`config.mk`:
```
export PLATFORM = sky130hd
export DESIGN_NAME = step_controller
export DESIGN_NICKNAME = d
export VERILOG_FILES = /design/src/rtl/step_ctrl_pkg.sv /design/src/rtl/rise_detect.sv /design/src/rtl/step_controller.sv
export SDC_FILE = /design/constraint.sdc
export NUM_CORES = 1
export LEC_CHECK = 0
export ABC_CLOCK_PERIOD_IN_PS = 2300
export BUFFER_PORTS_ARGS = -buffer_cell sky130_fd_sc_hd__buf_2
export CORE_ASPECT_RATIO = 0.9
export CORE_MARGIN = 5
export CORE_UTILIZATION = 35
export DETAILED_ROUTE_END_ITERATION = 6
export PLACE_DENSITY = 0.56
export SYNTH_ARGS = -nofsm -noshare
export SYNTH_HDL_FRONTEND = slang
export SYNTH_SLANG_ARGS = --single-unit
```
`constraint.sdc`:
```
create_clock -name clock -period 2.3 [get_ports clock]
set_input_delay 0.345 -clock clock [delete_from_list [all_inputs] [get_ports clock]]
set_output_delay 0.345 -clock clock [all_outputs]
set_load 0.01 [all_outputs]
```
`src/rtl/step_ctrl_pkg.sv`:
```
// Shared definitions for the push-button step controller.
// Contents:
//   step_state_t       - controller FSM state encoding
//   HOLD_CYCLES_50MHZ  - default hold-before-repeat time (0.5 s at 50 MHz)
//   REPEAT_CYCLES_50MHZ- default auto-repeat period (0.1 s at 50 MHz)
//   timer_width()      - width of the shared hold/repeat down-counter
package step_ctrl_pkg;

  typedef enum logic [1:0] {
    IDLE   = 2'd0,
    HOLD   = 2'd1,
    REPEAT = 2'd2,
    RUN    = 2'd3
  } step_state_t;

  localparam int unsigned HOLD_CYCLES_50MHZ   = 32'd25_000_000;
  localparam int unsigned REPEAT_CYCLES_50MHZ = 32'd5_000_000;

  // One timer serves both phases, so it must hold the larger reload value.
  function automatic int unsigned timer_width(input int unsigned hold_cycles,
                                              input int unsigned repeat_cycles);
    int unsigned widest;
    if (hold_cycles > repeat_cycles) begin
      widest = hold_cycles;
    end else begin
      widest = repeat_cycles;
    end
    return $clog2(widest);
  endfunction

endpackage

```
`src/rtl/rise_detect.sv`:
```
// Rising-edge detector for a debounced, clock-synchronous button level.
// Ports:
//   clock   in  system clock
//   reset_n in  asynchronous active-low reset
//   level   in  button level
//   pulse   out one-cycle (combinational) high when level rises
// A level that is already high when reset releases is not treated as a
// press: the detector stays disarmed until it has seen the level low once.
module rise_detect (
  input  logic clock,
  input  logic reset_n,
  input  logic level,
  output logic pulse
);

  logic level_q_r;
  logic armed_r;

  // Previous-level register and post-reset arming flag.
  always_ff @(posedge clock or negedge reset_n) begin
    if (!reset_n) begin
      level_q_r <= 1'b0;
      armed_r   <= 1'b0;
    end else begin
      level_q_r <= level;
      armed_r   <= armed_r | ~level;
    end
  end

  assign pulse = level & ~level_q_r & armed_r;

endmodule

```
`src/rtl/step_controller.sv`:
```
// Converts debounced step/run button levels into the pipeline clock enable.
// Modes: single step (one pulse per press), hold-to-auto-repeat, free run.
// Ports:
//   clock      in  system clock
//   reset_n    in  asynchronous active-low reset
//   step_btn   in  debounced step button level
//   run_btn    in  debounced run/pause toggle level
//   cpu_enable out registered pipeline enable
//   running    out registered, high while in RUN
//   step_count out registered count of cycles with cpu_enable high (wraps)
module step_controller
  import step_ctrl_pkg::*;
#(
  parameter int unsigned HOLD_CYCLES   = HOLD_CYCLES_50MHZ,
  parameter int unsigned REPEAT_CYCLES = REPEAT_CYCLES_50MHZ,
  parameter int unsigned CNT_W         = 16
) (
  input  logic             clock,
  input  logic             reset_n,
  input  logic             step_btn,
  input  logic             run_btn,
  output logic             cpu_enable,
  output logic             running,
  output logic [CNT_W-1:0] step_count
);

  localparam int unsigned TW = timer_width(HOLD_CYCLES, REPEAT_CYCLES);
  localparam logic [TW-1:0] HOLD_LOAD   = TW'(HOLD_CYCLES - 32'd1);
  localparam logic [TW-1:0] REPEAT_LOAD = TW'(REPEAT_CYCLES - 32'd1);

  step_state_t      state_r;
  step_state_t      state_nx_s;
  logic [TW-1:0]    timer_r;
  logic [TW-1:0]    timer_nx_s;
  logic             pulse_s;
  logic             enable_nx_s;
  logic             cpu_enable_r;
  logic             running_r;
  logic [CNT_W-1:0] count_r;
  logic             step_rise_s;
  logic             run_rise_s;

  rise_detect u_step_rise (
    .clock   (clock),
    .reset_n (reset_n),
    .level   (step_btn),
    .pulse   (step_rise_s)
  );

  rise_detect u_run_rise (
    .clock   (clock),
    .reset_n (reset_n),
    .level   (run_btn),
    .pulse   (run_rise_s)
  );

  // Next-state, timer and enable decode. run_rise has priority everywhere,
  // which also suppresses a step pulse on a simultaneous press.
  always_comb begin
    state_nx_s = state_r;
    timer_nx_s = timer_r;
    pulse_s    = 1'b0;
    case (state_r)
      IDLE: begin
        if (run_rise_s) begin
          state_nx_s = RUN;
        end else if (step_rise_s) begin
          pulse_s    = 1'b1;
          timer_nx_s = HOLD_LOAD;
          state_nx_s = HOLD;
        end else begin
          state_nx_s = IDLE;
        end
      end
      HOLD: begin
        if (run_rise_s) begin
          state_nx_s = RUN;
        end else if (!step_btn) begin
          state_nx_s = IDLE;
        end else if (timer_r == {TW{1'b0}}) begin
          pulse_s    = 1'b1;
          timer_nx_s = REPEAT_LOAD;
          state_nx_s = REPEAT;
        end else begin
          timer_nx_s = timer_r - TW'(1);
        end
      end
      REPEAT: begin
        if (run_rise_s) begin
          state_nx_s = RUN;
        end else if (!step_btn) begin
          state_nx_s = IDLE;
        end else if (timer_r == {TW{1'b0}}) begin
          pulse_s    = 1'b1;
          timer_nx_s = REPEAT_LOAD;
        end else begin
          timer_nx_s = timer_r - TW'(1);
        end
      end
      RUN: begin
        if (run_rise_s) begin
          state_nx_s = IDLE;
        end else begin
          state_nx_s = RUN;
        end
      end
      default: begin
        state_nx_s = IDLE;
      end
    endcase
    enable_nx_s = pulse_s | (state_nx_s == RUN);
  end

  // State, timer and registered outputs; the counter tallies the enable
  // value that was presented to the pipeline in the cycle just ending.
  always_ff @(posedge clock or negedge reset_n) begin
    if (!reset_n) begin
      state_r      <= IDLE;
      timer_r      <= {TW{1'b0}};
      cpu_enable_r <= 1'b0;
      running_r    <= 1'b0;
      count_r      <= {CNT_W{1'b0}};
    end else begin
      state_r      <= state_nx_s;
      timer_r      <= timer_nx_s;
      cpu_enable_r <= enable_nx_s;
      running_r    <= (state_nx_s == RUN);
      count_r      <= count_r + CNT_W'(cpu_enable_r);
    end
  end

  assign cpu_enable = cpu_enable_r;
  assign running    = running_r;
  assign step_count = count_r;

endmodule

```
==> flow_summary.toml, run 1 <==
[outcome]
status = "finished, violations left"
violations = "setup timing"

[cts]
numClockSinks = 49
cts.clk_slew.worst_paths_ns = 0.09
root_buffer = "clkbuf_8"
cts_buffers = 5
clock_path_buffers = 2
clk_latency_ns = 0.31
h-tree-depth = 2
cts_tree = "done"

[sta]
finalHoldViolations = 0
clock.fmax_mhz = 412.3
skew_ns = 0.008478
relSlewSlack_pct = 67.47
hold_ws_ns = 0.1728
setup_viol = 19
period_share_pct = 105.5
worstMarginPinSlew_ns = 0.4880
worst_slack_ns = -0.1254
finalMaxSlewViolations = 0
rsz0062_at_grt = "true"
min_period_ns = 2.425

[synthesis]
synth-seq-area-share_pct = 47.64
synthXorXnorAreaFrac_pct = 5.105
yosys-top-cells-area = "dfrtp_1 (48%), ha_1 (4.4%), xnor2_1 (3.7%)"
async_reset_ff_share_pct = 100.0
synth-compound-area-share_pct = 18.57
synthDistinctLibCells = 49
synth_area_leader_cell = "dfrtp_1"
synthAdderAreaFrac_pct = 4.375
ys_ff_latch = 49
synthFlopType = "dfrtp_1"
netlist_instances = 258
synth_top_family_by_area = "simple AND/OR/NAND/NOR gates"
synth_top_area_share_pct = 47.64
syn_avg_cell_area_um2 = 9.976
synth_warnings = 0
synth_edf_count = 0
synthSimpleGateAreaFrac_pct = 20.95
syn_area_um2 = 2574
syn_nets = 271
muxShareOfSynthArea_pct = 0

[final_layout]
antenna_cells = 0
register_area_um2 = 1226
drive_gt1_share_pct = 36.70
multi_input_area_um2 = 1493
final_nets = 339
area_growth_pct = 37.58
n_fill_cell = 677

[power]
power_w = 0.003677
power_leakage_nw = 1.515
ir_drop_mv = 0.4276
p_per_area_nw_per_um2 = 1039

[setup_path]
cp_max_fo = 3
ff2ff_setup_slack_ns = -0.13
ff2ff_path_depth = 6
startpoint_type = "flip-flop"
critical_path_arrival_ns = 2.62
worstPathRequired_ns = 2.49
crit_type = "flip-flop to flip-flop"
end_kind = "flip-flop"

[floorplanning]
pin_count = 22
die_area_um2 = 9171
dieHeight_um = 91.35
core_area_um2 = 7112
die_w_um = 100.4
initial_core_util_pct = 36.19
num_rows = 29

[global_route]
grt_busiest_layer = "met2"
grt_usage_pct = 14.36
grt_remaining_overflow = 0
grt_pass1_wl_um = 10720
grtUsageMet3_pct = 2.989
grt_pass1_vias = 2227
grtUsageMet2_pct = 22.30
grt_antenna_before_repair = 0
grtUsageMet1_pct = 20.52
grt_max_degree = 32

[placed_design]
gp_congestion = 0.7803
dpl.hpwl_um = 4362
portBuffers = 21

[detailed_routing]
drt.antenna.violating_nets = 0
drt_pass1_iterations = 4
wl_per_cell_um = 15.43
drt_iter0_drc = 104
drc_errors = 0
drt-vias-per-instance = 5.345
via_count = 2245
finalWirelength_um = 6482

[hold_path]
worst_hold_path_type = "input port to flip-flop"
hold_depth = 1

[job]
max-cap-violations = 0
## path summary, 6_finish.rpt
path / startpoint / to
max reg2reg: timer_r[14] / timer_r[10]
max: timer_r[14] / timer_r[10]
min reg2reg: step_count[15] / step_count[15]
max in group asynchronous: reset_n / step_count[5]
min in group asynchronous: reset_n / timer_r[21]
min: run_btn / u_run_rise.level_q_r
## power by group
part / internal, W / total [W] / leakage [nW] / switching [W]
clock: 0.000327 / 0.000632 / 0.0554 / 0.000305
combinational: 0.000863 / 0.00195 / 0.887 / 0.00109
sequential: 0.000978 / 0.00109 / 0.572 / 0.000112
total: 0.00217 / 0.00368 / 1.51 / 0.00151
## cells in the mapped netlist, types with 3 or more instances
master	instances
or4_1	7
nand3_1	10
inv_1	11
or4_4	3
clkbuf_1	9
nand4_1	5
o31ai_1	4
a31oi_1	5
nand2b_1	3
a22o_1	8
nor3_1	9
dfrtp_1	49
nand2_1	14
o21ai_0	16
o21a_1	3
ha_1	9
xor2_1	4
or3_1	6
and3_1	3
a21oi_1	10
nor2_1	22
xnor2_1	11
nor4_1	4
or2_2	3
## worst max-delay path: stages (launching register included)
cell and delay, ns:
dfrtp_1 0.39, or4_4 0.55, or4_4 0.46, buf_12 0.15, o31a_4 0.33, and3_1 0.17, a221o_1 0.26
## metrics by stage
stage	setup WS, ns	TNS (ns)	std cells	utilization, %	instance area (um^2)
global route	-0.2009	-2.305	420	49.79	3541
global placement	-0.1430	-1.618	403	43.75	3112
finish	-0.1254	-0.6609	420	49.79	3541
detailed placement	-0.1862	-2.144	403	43.75	3112
floorplan	-0.1336	-0.3466	258	-	2591
CTS	-0.1195	-0.8304	422	48.68	3462
## repair_timing
action | 4_1_cts | 5_1_grt
gates resized for setup | 37 | 22
setup endpoints to repair | 21 | 27
hold buffers | 1 | 0
endpoints found under the hold margin | 15 | 0
pin swaps | 24 | 12
gates cloned | 1 | 0
setup buffers | 9 | 2
## registers in the layout (all words and copies together), names as in the netlist
| signal | flops |
|---|---|
| u_step_rise.armed_r | 1 |
| state_r | 2 |
| u_step_rise.level_q_r | 1 |
| running | 1 |
| step_count | 16 |
| u_run_rise.level_q_r | 1 |
| timer_r | 25 |
| u_run_rise.armed_r | 1 |
| cpu_enable | 1 |
## routing by layer
layer	vias up	routed length (um)
met3	5	300
met1	1096	3197
met5	-	0
met2	48	2940
li1	1096	-
met4	0	43
## cell families after synthesis
group / count (synthesis)
AO/OA/AOI/OAI: 66
adder cells (fa/ha/maj): 9
buffers and inverters: 21
AND/OR/NAND/NOR: 98
flip-flops: 49
XOR/XNOR: 15
## final cells by class
type	count	area share [%]
clock inverters	2	1.095
flip-flops and latches	49	34.63
repair buffers	71	15.62
clock buffers	6	2.049
well taps	93	3.286
inverters	11	1.166
multi-input cells	188	42.16
## layout by cell type (no fill, tap or decap), types with 3 or more instances in the layout
cell / count
o21ai_2: 8
and3_1: 3
xnor2_1: 11
ha_1: 8
nand3_1: 10
clkbuf_8: 5
or3_1: 5
buf_6: 12
or4_4: 7
a21oi_2: 3
a22o_1: 8
nor4_1: 3
dfrtp_1: 49
o21ai_0: 5
inv_1: 10
a21oi_1: 7
nand2_1: 14
buf_4: 35
nor3_1: 7
xor2_1: 4
o21a_1: 3
o21ai_1: 3
a31oi_1: 3
nor2_1: 22
buf_2: 21
nand4_1: 5
or4_1: 3
nand2b_1: 3
No activity file was read; power rests on OpenSTA's default activity.
==> run 2, diff against run 1 <==
--- a/config.mk
+++ b/config.mk
@@ -5,13 +5,13 @@
 export SDC_FILE = /design/constraint.sdc
 export NUM_CORES = 1
 export LEC_CHECK = 0
-export ABC_CLOCK_PERIOD_IN_PS = 2300
-export BUFFER_PORTS_ARGS = -buffer_cell sky130_fd_sc_hd__buf_2
+export ABC_CLOCK_PERIOD_IN_PS = 3150
 export CORE_ASPECT_RATIO = 0.9
 export CORE_MARGIN = 5
 export CORE_UTILIZATION = 35
 export DETAILED_ROUTE_END_ITERATION = 6
-export PLACE_DENSITY = 0.56
+export DONT_BUFFER_PORTS = 1
+export PLACE_DENSITY = 0.52
 export SYNTH_ARGS = -nofsm -noshare
 export SYNTH_HDL_FRONTEND = slang
 export SYNTH_SLANG_ARGS = --single-unit
==> constraint.sdc (replaced) <==
create_clock -name clock -period 3.15 [get_ports clock]
set_input_delay 0.4725 -clock clock [delete_from_list [all_inputs] [get_ports clock]]
set_output_delay 0.4725 -clock clock [all_outputs]
set_load 0.01 [all_outputs]
==> flow_summary.toml, run 2 (synthesis gave the netlist of run 1 again) <==
[outcome]
status = "finished clean"

[sta]
rsz0062_at_grt = "false"
fin_setup_tns_ns = 0
setup_viol = 0
min_period_ns = 2.824
skew_ns = 0.004211
finalHoldViolations = 0
hold_ws_ns = 0.007200
finalMaxSlewViolations = 0
worstMarginPinSlew_ns = 0.4611
clock.fmax_mhz = 354.1
relSlewSlack_pct = 69.02
period_share_pct = 89.65

[power]
p_int_w = 0.001174
p_per_area_nw_per_um2 = 733.5
p_switching_w = 0.0008741
p_comb_share_pct = 40.5
netSwitchingFraction_pct = 42.67
clkPwrFrac_pct = 18.7
seqPwrFrac_pct = 40.8
power_leakage_nw = 1.084
power_w = 0.002049
ir_drop_mv = 0.2186

[global_route]
grt_max_degree = 50
grt_remaining_overflow = 0
grt_pass1_wl_um = 9459
grt_pass1_vias = 1849
grt_antenna_before_repair = 0
grt_usage_pct = 12.60

[detailed_routing]
drt_pass1_iterations = 4
via_count = 1961
drc_errors = 0
drt_iter0_drc = 108
wl_per_cell_um = 15.44
drt.antenna.violating_nets = 0
finalWirelength_um = 5464
drt-vias-per-instance = 5.540

[floorplanning]
num_rows = 29
die_area_um2 = 9171
die_w_um = 100.4
pin_count = 22
core_area_um2 = 7112
dieHeight_um = 91.35
initial_core_util_pct = 36.19

[final_layout]
area_growth_pct = 8.508
drive_gt1_share_pct = 9.579
final_common_cell = "dfrtp_1"
n_fill_cell = 708
fin_area_um2 = 2793
antenna_cells = 0
fin_util_pct = 39.27
regMostFlops = "timer_r"
final_cell_mix = "dfrtp_1 (49), nor2_1 (22), o21ai_0 (16), nand2_1 (14)"
final_nets = 273
largest_reg_flops = 25

[setup_path]
startpoint_type = "flip-flop"
cp_slowest_stage_delay_ns = 0.60
crit_type = "flip-flop to flip-flop"
worstPathRequired_ns = 3.34
critical_path_arrival_ns = 3.02
cp_cell_sequence = "inv_1 > ha_1 > or3b_2 > or4_4 > o31ai_4 > nor2_2 > a221o_1"
end_kind = "flip-flop"
cp_max_fo = 11
path_buf_inv = 1
crit_family = "simple AND/OR/NAND/NOR gates"
slowest_stage = "or4_4"

[placed_design]
portBuffers = 0
place_area_um2 = 2675
gp_congestion = 0.7787
dpl.hpwl_um = 3809

[cts]
h-tree-depth = 2
ctsHoldBuffers = 1
cts_buffers = 5
post_cts_buffers = 0
clk_latency_ns = 0.30
postCtsResizedCells = 0
numClockSinks = 49
cts.clk_slew.worst_paths_ns = 0.10
cts_tree = "done"
clock_path_buffers = 2
root_buffer = "clkbuf_8"

[job]
max-cap-violations = 0

[hold_path]
worst_hold_path_type = "input port to async pin"
-- run 2: cell count changes in the layout (fill, tap and decap cells not counted), moves of 3 or more --
cell,before,now
o31ai_1,1,4
or4_1,3,7
o21ai_2,8,0
or4_4,7,3
buf_2,21,0
o21ai_1,3,0
buf_4,35,4
a21oi_2,3,0
a21oi_1,7,10
buf_6,12,0
o21ai_0,5,16
-- run 2: final timing paths --
path                                      from                   end  slack, ns  cells past startpoint
setup / recovery                    timer_r[0]           timer_r[10]       0.33                      7
hold / removal                         reset_n         step_count[2]      0.007                      1
setup reg to reg                    timer_r[0]           timer_r[10]       0.33                      7
hold reg to reg            u_step_rise.armed_r   u_step_rise.armed_r       0.47                      1
max in group asynchronous              reset_n            timer_r[0]       2.92                      1
min in group clock                     run_btn  u_run_rise.level_q_r       0.19                      0
-- run 2: stage by stage --
| stage | std cells | worst slack (ns) |
|---|---|---|
| final | 354 | 0.3261 |
| after global routing | 354 | 0.2004 |
| after floorplan | 258 | 0.6383 |
| after detailed placement | 345 | 0.3483 |
| after global placement | 345 | 0.4315 |
| after CTS | 354 | 0.3302 |
-- run 2: cell type report --
cell class,count,area [um^2],share of cell area (%)
multi-input combinational,188,1261,45.16
sequential,49,1226,43.91
tap,93,116.4,4.167
clock buffer,5,68.82,2.464
timing repair buffer,5,57.56,2.061
inverter,11,41.29,1.478
clock inverter,3,21.27,0.7616
-- run 2: power groups by stage --
stage          logic (W)  clock network, W  registers [W]
2_1_floorplan   0.000631                 0       0.000820
3_3_place_gp    0.000807                 0       0.000848
3_5_place_dp    0.000812                 0       0.000849
4_1_cts         0.000834          0.000396       0.000836
5_1_grt         0.000948          0.000418       0.000851
6_report        0.000830          0.000383       0.000835
-- run 2: routing by layer --
layer  GRT usage, %  vias up  share of wire [%]
li1               -      959                  -
met1          18.00      941                 50
met2          18.93       59                 44
met3          3.448        2                5.8
met4          3.030        0               0.53
met5              0        -                  0
==> run 3, diff against run 2 <==
--- a/config.mk
+++ b/config.mk
@@ -8,10 +8,11 @@
 export ABC_CLOCK_PERIOD_IN_PS = 3150
 export CORE_ASPECT_RATIO = 0.9
 export CORE_MARGIN = 5
-export CORE_UTILIZATION = 35
+export CORE_UTILIZATION = 67
 export DETAILED_ROUTE_END_ITERATION = 6
 export DONT_BUFFER_PORTS = 1
-export PLACE_DENSITY = 0.52
+export PLACE_DENSITY = 0.86
 export SYNTH_ARGS = -nofsm -noshare
 export SYNTH_HDL_FRONTEND = slang
+export SYNTH_HIERARCHICAL = 1
 export SYNTH_SLANG_ARGS = --single-unit
==> flow_summary.toml, run 3 <==
[outcome]
status = "finished clean"

[cts]
postCtsResizedCells = 0
cts_buffers = 5
h-tree-depth = 2
cts_tree = "done"
numClockSinks = 49
clk_latency_ns = 0.31
root_buffer = "clkbuf_8"
cts.clk_slew.worst_paths_ns = 0.09
clock_path_buffers = 2

[sta]
finalHoldViolations = 0
rsz0062_at_grt = "false"
clock.fmax_mhz = 374.4
period_share_pct = 84.78
relSlewSlack_pct = 55.61
worst_slack_ns = 0.4793
setup_viol = 0
min_period_ns = 2.671
hold_ws_ns = 0.002070
fin_setup_tns_ns = 0
worstMarginPinSlew_ns = 0.6598
finalMaxSlewViolations = 0
skew_ns = 0.01213

[final_layout]
final_common_cell = "dfrtp_1"
largest_reg_flops = 25
final_cell_mix = "dfrtp_1 (49), nand2_1 (24), nor2_1 (23), xor2_1 (14)"
drive_gt1_share_pct = 5.906
area_growth_pct = 7.225
final_nets = 266
regMostFlops = "timer_r"
multi_input_area_um2 = 1232
register_area_um2 = 1226
n_fill_cell = 256
antenna_cells = 0

[synthesis]
synthFlopType = "dfrtp_1"
synthDistinctLibCells = 43
yosys-top-cells-area = "dfrtp_1 (49%), xor2_1 (4.9%), xnor2_1 (4.5%)"
synth_warnings = 6
synth-seq-area-share_pct = 48.83
syn_nets = 262
syn_area_um2 = 2511
syn_avg_cell_area_um2 = 10.08
synth.most_common_cell = "dfrtp_1"
netlist_instances = 249
synth_top_area_share_pct = 48.83
synth_area_leader_cell = "dfrtp_1"
netlist_top_cells_count = "dfrtp_1 (49), nand2_1 (24), nor2_1 (23), xor2_1 (14)"
synth_edf_count = 0
async_reset_ff_share_pct = 100.0
ys_ff_latch = 49

[floorplanning]
dieHeight_um = 68.08
pin_count = 22
die_w_um = 74.53
core_area_um2 = 3679
die_area_um2 = 5074
initial_core_util_pct = 68.27
num_rows = 21

[detailed_routing]
drt_pass1_iterations = 4
via_count = 1927
finalWirelength_um = 5590
drc_errors = 0
drt_iter0_drc = 152
drt.antenna.violating_nets = 0
drt-vias-per-instance = 6.423
wl_per_cell_um = 18.63

[global_route]
grt_max_degree = 50
grt_pass1_vias = 1815
grtUsageMet3_pct = 4.993
grtUsageMet2_pct = 38.16
grt_busiest_layer = "met2"
grt_antenna_before_repair = 0
grt_usage_pct = 23.78
grt_remaining_overflow = 0
grt_pass1_wl_um = 8928
grtUsageMet1_pct = 31.59

[setup_path]
cp_max_fo = 19
crit_type = "flip-flop to flip-flop"
critical_path_arrival_ns = 2.85
worstPathRequired_ns = 3.33
startpoint_type = "flip-flop"
end_kind = "flip-flop"

[placed_design]
portBuffers = 0
post-place-ws_ns = 0.5259
dpl.hpwl_um = 3782
gp_congestion = 0.8105

[power]
power_w = 0.001857
ir_drop_mv = 0.3740
power_leakage_nw = 1.085
p_per_area_nw_per_um2 = 689.8

[hold_path]
worst_hold_path_type = "input port to async pin"

[job]
max-cap-violations = 0
run 3: changes by cell type in the layout (fill, tap and decap cells not counted), moves of 4 or more:
cell,before,now
o21ai_0,16,11
nand2_1,14,24
xor2_1,4,14
a31oi_1,5,0
inv_1,11,6
or4_1,7,3
a22o_1,8,1
nor4_1,4,8
run 3: cell families (layout without fill, tap and decap cells):
family	after synthesis	after routing	share of synthesized area [%]
compound gates	34	34	8.919
xor+xnor	27	27	9.417
fa+ha+maj	9	9	4.484
buf+inv	12	17	2.093
flops	49	49	48.83
simple gates	118	118	26.26
run 3: final timing paths:
kind | from | end | slack, ns | cells past startpoint
worst min-delay path | reset_n | step_count[10] | 0.002 | 1
worst max-delay path | state_r[0] | timer_r[24] | 0.48 | 7
max in group asynchronous | reset_n | timer_r[15] | 2.94 | 1
min in group clock | step_btn | u_step_rise/level_q_r | 0.19 | 0
worst min register to register | u_run_rise/armed_r | u_run_rise/armed_r | 0.46 | 1
worst max register to register | state_r[0] | timer_r[24] | 0.48 | 7
run 3: timing repair:
action                    4_1_cts  5_1_grt
hold endpoints to repair       49        0
hold buffers                    1        0
setup buffers                   0        0
run 3: layout make-up:
cell class | count | area share [%]
Clock inverter | 2 | 1.441
Timing Repair Buffer | 3 | 1.580
Tap cell | 46 | 2.138
Inverter | 6 | 0.8364
Sequential cell | 49 | 45.54
Multi-Input combinational cell | 188 | 45.77
Clock buffer | 6 | 2.695
run 3: power breakdown:
| part | total, W | switching [W] | internal, W | leakage [nW] |
|---|---|---|---|---|
| Clock | 0.000450 | 0.000212 | 0.000238 | 0.0554 |
| Sequential | 0.000808 | 0.000107 | 0.000700 | 0.571 |
| Combinational | 0.000599 | 0.000416 | 0.000184 | 0.459 |
| Total | 0.00186 | 0.000735 | 0.00112 | 1.09 |
run 3: critical path, cell delays in order (launching register included):
cell     delay, ns
dfrtp_1       0.44
inv_1         0.11
ha_1          0.46
o21ai_0       0.27
and4b_1       0.66
nand4_1       0.21
o41ai_1       0.25
o21ai_0       0.14
run 3: per-stage QoR:
step	util [%]	instance area, um^2	cells
2_1_floorplan	-	2511	249
3_3_place_gp	69.42	2554	291
3_5_place_dp	69.42	2554	291
4_1_cts	73.20	2693	300
5_1_grt	73.20	2693	300
6_report	73.20	2693	300
run 3: per-layer routing:
layer,share of wire [%],up-vias
met3,6.5,11
met5,0,-
met2,48,66
met1,44,938
li1,-,912
met4,1.5,0
